==> src/rtl/keypad_hex_entry.sv <==
// Scans a 4x4 active-low keypad and debounces presses. Accepted keys are shifted as hex
// nibbles into a small entry register, with the newest nibble in the least significant digit.
module keypad_hex_entry #(
  parameter int unsigned N_DIGITS         = 4,
  parameter int unsigned SCAN_DIV         = 50000,
  parameter int unsigned DEBOUNCE_SAMPLES = 4
) (
  input  logic                    i_clock,
  input  logic                    i_reset,
  input  logic [3:0]              i_rows,
  input  logic                    i_clear,
  output logic [3:0]              o_cols,
  output logic [3:0]              o_key_code,
  output logic                    o_key_valid,
  output logic [4*N_DIGITS-1:0]   o_hex_out
);

  localparam int unsigned CntW = (SCAN_DIV > 1) ? $clog2(SCAN_DIV) : 1;
  // Two spare codes so the incremented count never wraps before the compare.
  localparam int unsigned DebW = $clog2(DEBOUNCE_SAMPLES + 2);
  localparam logic [CntW-1:0] SlotLast = CntW'(SCAN_DIV - 1);
  localparam logic [DebW-1:0] DebMax   = DebW'(DEBOUNCE_SAMPLES);

  typedef enum logic [1:0] {StScan, StDebounce, StHeld, StRelease} state_e;

  state_e                r_state;
  logic [3:0]            r_rows_m, r_rows_s;
  logic [CntW-1:0]       r_slot_cnt;
  logic [1:0]            r_col;
  logic [3:0]            r_cols;
  logic [1:0]            r_cand_row, r_cand_col;
  logic [DebW-1:0]       r_deb_cnt;
  logic                  r_accept;
  logic                  r_key_valid;
  logic [3:0]            r_key_code;
  logic [4*N_DIGITS-1:0] r_hex;

  logic                  w_sample;
  logic                  w_row_low;
  logic [1:0]            w_row_idx;
  logic [DebW-1:0]       w_deb_inc;
  logic                  w_deb_done;
  logic [3:0]            w_key_map;

  // Two-flop synchroniser for the asynchronous row lines.
  always_ff @(posedge i_clock or posedge i_reset) begin
    if (i_reset) begin
      r_rows_m <= 4'hF;
      r_rows_s <= 4'hF;
    end else begin
      r_rows_m <= i_rows;
      r_rows_s <= r_rows_m;
    end
  end

  // Lowest-numbered low row wins when several keys in a column are down.
  always_comb begin
    w_row_low = (r_rows_s != 4'hF);
    w_row_idx = 2'd0;
    for (int i = 3; i >= 0; i--) begin
      if (!r_rows_s[i]) w_row_idx = 2'(i);
    end
  end

  assign w_sample   = (r_slot_cnt == SlotLast);
  assign w_deb_inc  = r_deb_cnt + 1'b1;
  assign w_deb_done = (w_deb_inc >= DebMax);

  // Keypad legend lookup for the latched candidate key.
  always_comb begin
    w_key_map = 4'h0;
    case ({r_cand_row, r_cand_col})
      4'b0000: w_key_map = 4'h1;
      4'b0001: w_key_map = 4'h2;
      4'b0010: w_key_map = 4'h3;
      4'b0011: w_key_map = 4'hA;
      4'b0100: w_key_map = 4'h4;
      4'b0101: w_key_map = 4'h5;
      4'b0110: w_key_map = 4'h6;
      4'b0111: w_key_map = 4'hB;
      4'b1000: w_key_map = 4'h7;
      4'b1001: w_key_map = 4'h8;
      4'b1010: w_key_map = 4'h9;
      4'b1011: w_key_map = 4'hC;
      4'b1100: w_key_map = 4'hE;
      4'b1101: w_key_map = 4'h0;
      4'b1110: w_key_map = 4'hF;
      4'b1111: w_key_map = 4'hD;
      default: w_key_map = 4'h0;
    endcase
  end

  // Scan/debounce FSM with slot timing, column drive, key outputs and entry register.
  always_ff @(posedge i_clock or posedge i_reset) begin
    if (i_reset) begin
      r_state     <= StScan;
      r_slot_cnt  <= '0;
      r_col       <= 2'd0;
      r_cols      <= 4'b1110;
      r_cand_row  <= 2'd0;
      r_cand_col  <= 2'd0;
      r_deb_cnt   <= '0;
      r_accept    <= 1'b0;
      r_key_valid <= 1'b0;
      r_key_code  <= 4'h0;
      r_hex       <= '0;
    end else begin
      r_slot_cnt  <= w_sample ? '0 : r_slot_cnt + 1'b1;
      r_key_valid <= r_accept;
      r_accept    <= 1'b0;
      if (r_accept) r_key_code <= w_key_map;
      // Clear beats a coincident shift.
      if (i_clear) begin
        r_hex <= '0;
      end else if (r_accept) begin
        r_hex <= {r_hex[4*N_DIGITS-5:0], w_key_map};
      end

      if (w_sample) begin
        unique case (r_state)
          StScan: begin
            if (!w_row_low) begin
              r_col  <= r_col + 1'b1;
              r_cols <= {r_cols[2:0], r_cols[3]};
            end else begin
              r_cand_row <= w_row_idx;
              r_cand_col <= r_col;
              r_deb_cnt  <= DebW'(1);
              r_state    <= StDebounce;
            end
          end
          StDebounce: begin
            if (w_row_low && (w_row_idx == r_cand_row)) begin
              if (w_deb_done) begin
                r_accept <= 1'b1;
                r_state  <= StHeld;
              end else begin
                r_deb_cnt <= w_deb_inc;
              end
            end else begin
              r_col   <= r_col + 1'b1;
              r_cols  <= {r_cols[2:0], r_cols[3]};
              r_state <= StScan;
            end
          end
          StHeld: begin
            if (!w_row_low) begin
              r_deb_cnt <= DebW'(1);
              r_state   <= StRelease;
            end
          end
          StRelease: begin
            if (w_row_low) begin
              r_state <= StHeld;
            end else if (w_deb_done) begin
              r_col   <= r_col + 1'b1;
              r_cols  <= {r_cols[2:0], r_cols[3]};
              r_state <= StScan;
            end else begin
              r_deb_cnt <= w_deb_inc;
            end
          end
          default: r_state <= StScan;
        endcase
      end
    end
  end

  assign o_cols      = r_cols;
  assign o_key_code  = r_key_code;
  assign o_key_valid = r_key_valid;
  assign o_hex_out   = r_hex;

endmodule
==> config.mk <==
export PLATFORM = sky130hd
export DESIGN_NAME = keypad_hex_entry
export DESIGN_NICKNAME = d
export VERILOG_FILES = /design/src/rtl/keypad_hex_entry.sv
export SDC_FILE = /design/constraint.sdc
export NUM_CORES = 1
export LEC_CHECK = 0
export CAP_MARGIN = 20
export CORE_UTILIZATION = 62
export CTS_CLUSTER_SIZE = 24
export DETAILED_ROUTE_END_ITERATION = 16
export DONT_BUFFER_PORTS = 1
export PLACE_DENSITY = 0.83
export SYNTH_ARGS = -nofsm -noshare
export SYNTH_HDL_FRONTEND = slang
export SYNTH_SLANG_ARGS = --single-unit
==> constraint.sdc <==
create_clock -name i_clock -period 2.7 [get_ports i_clock]
set_input_delay 0.405 -clock i_clock [delete_from_list [all_inputs] [get_ports i_clock]]
set_output_delay 0.405 -clock i_clock [all_outputs]
set_load 0.02 [all_outputs]
Word-level counts from Yosys, hierarchy flattened
Memories as Yosys holds them, arrays and structs flattened. Cells that the tools add are included.

Flip-flop bits (word level): 61. Latch bits: 0. Memory bits (writable): 0. ROM bits: 64. Input port bits: 7. Output and inout port bits: 25. Word-level logic and storage cells: 75. Memories kept: 1.

Memories: (name not given) (words 16, width 4, read ports 1, clocked after memory_dff 0, wr ports 0, line 72) `case ({r_cand_row, r_cand_col})`.

Add/sub/neg operators: 3. $mul: 0. Divide/modulo/power cells: 0. $lt $le $gt $ge: 1. Equality and inequality tests: 15. Shift operators: 0. Muxes and demuxes: 34. Bitwise gates (word level): 0. Reduce and logical (&&, ||, !) cells: 8.

Operators by type and width (number): 2-to-1 mux 16 bit (3); 2-to-1 mux 2 bit (14); adder 16 x 1 -> 16 bit (second input constant) (1); == test 16 bit (second input constant) (1); 2-to-1 mux 4 bit (4); 2-to-1 mux 3 bit (5); != test 2 bit (second input constant) (7); case mux 3 bit (4 select lines) (1); case mux 4 bit (3 select lines) (1); AND reduction 5 bit (2); case mux 2 bit (4 select lines) (1); != test 3 bit (second input constant) (2); case mux 2 bit (3 select lines) (1); AND reduction 6 bit (1); == test 2 bit (second input constant) (2); 2-to-1 mux 1 bit (4); != test 4 bit (second input constant) (1); adder 3 x 1 -> 3 bit (second input constant) (1); greater-or-equal comparator 3 bit (second input constant) (1); AND reduction 3 bit (1); nonzero test 3 bit (1); adder 2 x 1 -> 2 bit (second input constant) (1); == test 2 x 1 -> 1 bit (second input constant) (1); == test 2 bit (1); 3 further kinds (3).

Depth between registers and ports, before layout
Gate-level depths: netlist of the first run.

Word-level depth: 9. Mapped depth: 7. Mapped depth without buffers: 7.

Worst setup path after synthesis of the first run
Ideal clock, no wire load.

Kind: reg-to-reg. From: register r_slot_cnt[11]. To: register r_cols[0] (netlist: o_cols[0]). Setup time: 0.128 ns. Data arrival time: 1.983 ns. Required time: 2.572 ns. Setup slack: 0.590 ns. Stages on the path, launching flop included: 6. Buffers on the path: 0. Clock period less this slack: 2.110 ns. Path through: dfrtp_1 > or4b_4 > nor4_4 > o21ai_2 > nor3_4 > mux2_1.

Cells in the longest elaborated chain, start to end: 2.

RTL lines: start, declared (line 28) `logic [CntW-1:0] r_slot_cnt;`; start signal, assigned (line 108) `r_slot_cnt <= w_sample ? '0 : r_slot_cnt + 1'b1;`; == test 16 bit (line 65) `assign w_sample = (r_slot_cnt == SlotLast);`; AND reduction 6 bit (no line); end signal, assigned (line 124) `r_cols <= {r_cols[2:0], r_cols[3]};`; end signal, assigned (line 142) `r_cols <= {r_cols[2:0], r_cols[3]};`; end signal, assigned (line 157) `r_cols <= {r_cols[2:0], r_cols[3]};`; end, declared (line 30) `logic [3:0] r_cols;`.

No other way between the ends. A chain may end at the register's enable or synchronous reset.

Worst setup path after layout of the first run
Ends and elaborated chain as after synthesis.

==> results of run 1 <==
area by class of cell:
type                            count  area [um2]  share of cell area
Sequential cell                    61        1540               0.496
Multi-Input combinational cell    176        1220               0.392
Clock buffer                       10         138              0.0443
Clock inverter                      5        75.1              0.0242
Tap cell                           52        65.1              0.0210
Inverter                           10        37.5              0.0121
Timing Repair Buffer                4        32.5              0.0105
worst max path at each step:
stage / start / endpoint / cells after the start
2_1_floorplan: r_slot_cnt[11] / o_cols[0] / 5
3_3_place_gp: r_slot_cnt[11] / o_cols[0] / 5
3_5_place_dp: r_slot_cnt[11] / o_cols[0] / 5
4_1_cts: r_slot_cnt[11] / o_cols[0] / 5
5_1_grt: r_slot_cnt[11] / o_cols[0] / 5
6_report: r_slot_cnt[11] / o_cols[0] / 5
worst max-delay path, cell delays in order (launching register included):
cell     delay, ns
dfrtp_1       0.44
or4b_4        0.57
nor4_4        0.43
o21ai_2       0.15
nor3_4        0.27
mux2_1        0.36
through the flow:
step / total power, mW / cell area [um2] / hold WS (ns) / utilization
final: 1.83 / 3110 / 0.0692 / 0.708
after global routing: 1.89 / 3110 / 0.0508 / 0.708
after CTS: 1.85 / 3110 / 0.0512 / 0.708
after detailed placement: 0.974 / 2880 / 0.326 / 0.658
after global placement: 0.972 / 2880 / 0.324 / 0.658
after floorplan: 0.968 / 2830 / 0.345 / -
sequential cells by signal, indices dropped and copies added (netlist names):
signal	flops
o_hex_out	16
r_cand_col	2
o_key_code	4
o_cols	4
r_slot_cnt	16
r_rows_s	4
o_key_valid	1
r_state	2
r_rows_m	4
r_accept	1
r_deb_cnt	3
r_cand_row	2
r_col	2
logic make-up after synthesis:
kind of cell | count (synthesis) | synth area share
XOR/XNOR | 18 | 0.0557
AO/OA/AOI/OAI | 31 | 0.0676
AND/OR/NAND/NOR | 92 | 0.170
multiplexers | 24 | 0.0884
buffers and inverters | 19 | 0.0256
flip-flops | 61 | 0.544
adder cells (fa/ha/maj) | 11 | 0.0486
per-layer routing:
layer / track usage / share of wire / vias to the layer above
li1: - / - / 886
met1: 0.302 / 0.47 / 908
met5: 0 / 0 / -
met3: 0.0610 / 0.046 / 10
met4: 0.122 / 0.021 / 0
met2: 0.323 / 0.46 / 42
cells in the final DEF (no fill, tap or decap), types with 2 or more instances in the layout:
master      n
dfstp_2    11
o21ai_0     6
nand3_1     6
xor2_1     11
and3_1      3
a21oi_1    13
mux2_1      5
ha_1       11
nand2_1    16
clkinv_2    3
nor2_1     42
mux2_2      3
nor2b_1     3
bufinv_16   2
xnor2_1     7
mux2i_1    16
a211oi_1    3
dfrtp_1    50
clkbuf_8   10
inv_1       9
nand4_1     4
buf_4       3
nor3_1      5
power groups by stage:
stage               clock (mW)  sequential, mW  combinational, mW
finish                   0.871           0.932             0.0262
global route             0.925           0.932             0.0309
CTS                      0.894           0.931             0.0275
detailed placement           0           0.948             0.0262
global placement             0           0.947             0.0256
floorplan                    0           0.946             0.0225
timing repair:
action	CTS	global route
setup endpoints to repair	0	0
endpoints found under the hold margin	22	0
setup buffers	0	0
hold buffers	1	0
==> impl_metrics.toml, run 1 <==
[clock_network]
cts_resized = 0
clk_latency_ns = 0.34
cts_sinks = 61
h-tree-depth = 3
ctsRootBufferMaster = "clkbuf_8"
clkTransAtPathRegs_ns = 0.06
numCtsBuffers = 9
clock_path_buffers = 2
cts_tree = "done"

[route]
via_per_inst = 5.81
dr.pass1.iters = 4
route.detailed.drc = 0
num_vias = 1846
routed_wl_um = 4760
wl_per_cell_um = 15.0
drtIter0Drc = 139
postRouteAntennaNets = 0

[grt]
grt_usage = 0.222
grt_max_degree = 40
grt_overflow = 0
first_global_vias = 1775
grt_pass1_wl_um = 8300
antenna_found_initial = 0

[sta]
rsz0062_at_grt = "false"
min_period_over_period = 0.868
max_freq_ghz = 0.427
fin_ws_ns = 0.355
fin_skew_ns = 0.00905
setup_violations = 0
hold_viol_final = 0
slew_headroom = 0.618
worst_pin_slew_ns = 0.567
drv_slew = 0
period_minus_slack_ns = 2.34
tns_ns = 0

[power_and_ir_drop]
leakage_nw = 1.43
power_frac_seq = 0.509
combPwrFrac = 0.014
irDropWorstVdd_v = 0.000414
power.switching_mw = 0.364
p_sw_frac = 0.199
p_int_mw = 1.46
power_density_nw_per_um2 = 589
clkPwrFrac = 0.476

[synth]
synthDominantCellAreaShare = 0.442
synth_area_leaders = "dfrtp_1 44%, dfstp_2 10%, mux2i_1 5.7%"
syn_area_um2 = 2830
synth_edf_count = 0
syn_area_per_cell_um2 = 11.1
seq_area_frac_synth = 0.544
synth.top_cells.by_count = "50 x dfrtp_1, 42 x nor2_1, 16 x mux2i_1, 16 x nand2_1, 13 x a21oi_1"
syn_inst = 256
ys_seq_elements = 61
ys_types = 44
yosysWarningCount = 0
yosysMostFrequentCell = "dfrtp_1"
ys.flop_type = "dfrtp_1"
syn_nets = 274
yosys.area.top_type = "dfrtp_1"
async_flop_share = 1.00

[setup_path]
cp-start-kind = "register"
crit_type = "reg2reg"
cp.arrival_ns = 2.56
regToRegSetupSlack_ns = 0.36
r2r-end = "o_cols[0]"
rr_worst_depth = 5
cp.required_ns = 2.92
end_kind = "register"
reg2reg_from = "r_slot_cnt[11]"
critPathMaxFanout = 6

[finish]
fillers = 312
drive_gt1_frac = 0.154
area_delta_synth_final_pct = 9.73
layout.cells.non_filler = 318
insertedDiodeCount = 0
num-nets-final = 280

[die]
die_h_um = 69.6
core-area_um2 = 4380
die_area_um2 = 4840
num_io_pins = 32
start_util = 0.646
rows = 24
die_x_um = 69.6

[run_status]
status = "finished, final reports clean"

[min_path]
worstHoldEndpoint = "r_rows_m[2]"
worstHoldPathCells = 0
hold_class = "in2reg"
hp-start = "i_rows[2]"

[placed_design]
hpwl_um = 3250
post-place-ws_ns = 0.388
dp.cells = 302
port_buffers = 0
gp_congestion = 0.837

[job]
maxCapViolCount = 0
Note: power is estimated with default switching activity, not from simulation.
==> run 2, diff against run 1 <==
CORE_UTILIZATION = 50   (was 62)
PLACE_DENSITY = 0.72   (was 0.83)
==> run 2 against run 1 <==
Net effect:
- sequential cell count unchanged
- worst hold slack worse by 0.045 ns
- cell count is 6.6% higher
- setup slack better by 0.046 ns
- design area is 1.0% higher
- utilization decreased by 13 points
- via count shrank 2.6%
- critical path type unchanged
==> impl_metrics.toml, run 2 (same netlist as run 1, synthesis figures left out) <==
[run_status]
status = "finished, final reports clean"

[clock_network]
cts_tree = "done"
post_cts.repair.setup_buffers = 0
h-tree-depth = 3
clkTransAtPathRegs_ns = 0.07
cts_resized = 0
numCtsBuffers = 9
ctsRootBufferMaster = "clkbuf_8"
cts_hold_buf = 0
clock_path_buffers = 2
clk_latency_ns = 0.33
cts_sinks = 61

[route]
postRouteAntennaNets = 0
dr.pass1.iters = 4
wl_per_cell_um = 14.0
route.detailed.drc = 0
num_vias = 1798
drtIter0Drc = 91
via_per_inst = 5.30
routed_wl_um = 4750

[sta]
min_period_over_period = 0.851
slew_headroom = 0.588
hold_ws_ns = 0.0237
period_minus_slack_ns = 2.30
setup_violations = 0
fin_ws_ns = 0.402
rsz0062_at_grt = "false"
hold_viol_final = 0
worst_pin_slew_ns = 0.617
tns_ns = 0
drv_slew = 0
max_freq_ghz = 0.435
fin_skew_ns = 0.00733

[setup_path]
crit_family = "simple AND/OR/NAND/NOR gates"
critPathMaxFanout = 6
reg2reg_from = "r_slot_cnt[11]"
regToRegSetupSlack_ns = 0.40
r2r-end = "o_cols[0]"
end_kind = "register"
path_cells = "or4b_4 > nor4_4 > o21ai_2 > nor3_4 > mux2_1"
rr_worst_depth = 5
crit_type = "reg2reg"
cp_slowest_stage_delay_ns = 0.57
cp.required_ns = 2.92
cp-start-kind = "register"
critical-path-slowest-cell = "or4b_4"
timing.critical_path.buf_inv = 0
cp.arrival_ns = 2.52

[finish]
drive_gt1_frac = 0.161
area_delta_synth_final_pct = 10.9
insertedDiodeCount = 0
final_util = 0.573
num-nets-final = 280
final_cell_mix = "50 x dfrtp_1, 42 x nor2_1, 16 x nand2_1, 16 x mux2i_1, 13 x a21oi_1"
final_common_cell = "dfrtp_1"

[grt]
first_global_vias = 1757
grt_overflow = 0
grt_pass1_wl_um = 8250
antenna_found_initial = 0
grt_usage = 0.181
grt_max_degree = 32

[power_and_ir_drop]
irDropWorstVdd_v = 0.000413
power_density_nw_per_um2 = 588
power_mw = 1.85
leakage_nw = 1.43

[die]
start_util = 0.517
die_h_um = 77.2
rows = 27
core-area_um2 = 5470
num_io_pins = 32
die_x_um = 77.2
die_area_um2 = 5970

[placed_design]
gp_congestion = 0.829
hpwl_um = 3220
post-place-ws_ns = 0.419
port_buffers = 0

[job]
maxCapViolCount = 0

[min_path]
hold_class = "in2async"
==> run 2: cell types whose count changed in the layout (fill, tap and decap cells not counted), sizes merged <==
cell | previous run | this run
buf | 3 | 4
clkbuf | 10 | 9
clkinvlp | 0 | 1
dlygate4sd3 | 1 | 0
inv | 10 | 11
==> run 2: how the worst max path moves through the flow <==
stage / startpoint / to / depth (start not counted) / slack, ns
after detailed placement: r_slot_cnt[11] / o_cols[0] / 5 / 0.42
after global placement: r_slot_cnt[11] / o_cols[0] / 5 / 0.44
after global routing: r_slot_cnt[11] / o_cols[0] / 5 / 0.28
final: r_slot_cnt[11] / o_cols[0] / 5 / 0.40
after CTS: r_slot_cnt[11] / o_cols[0] / 5 / 0.40
after floorplan: r_slot_cnt[11] / o_cols[0] / 5 / 0.59
==> run 2: layer usage <==
metal	up-vias	global-route usage	part of all wire
li1	886	-	-
met1	866	0.245	0.48
met2	41	0.258	0.46
met3	5	0.0702	0.049
met4	0	0.0792	0.0076
met5	-	0	0
==> run 2: where the power goes <==
| part | internal [mW] | switching (mW) |
|---|---|---|
| Combinational | 0.00516 | 0.0208 |
| Clock | 0.524 | 0.365 |
| Sequential | 0.925 | 0.00587 |
==> run 2: layout make-up <==
class / instances / area [um2]
repair buffers: 4 / 30.0
flip-flops and latches: 61 / 1540
inverters: 10 / 37.5
fillers: 467 / 2330
well taps: 72 / 90.1
clock inverters: 7 / 98.8
clock buffers: 9 / 124
multi-input cells: 176 / 1220
==> run 2: metrics by stage <==
| stage | area, um2 | std cells |
|---|---|---|
| floorplan | 2830 | 256 |
| global placement | 2920 | 323 |
| detailed placement | 2920 | 323 |
| CTS | 3140 | 339 |
| global route | 3140 | 339 |
| finish | 3140 | 339 |
==> run 2: worst register-to-register path, stage by stage (launching register included) <==
cell and delay (ns):
dfrtp_1 0.44, or4b_4 0.57, nor4_4 0.41, o21ai_2 0.15, nor3_4 0.26, mux2_1 0.36
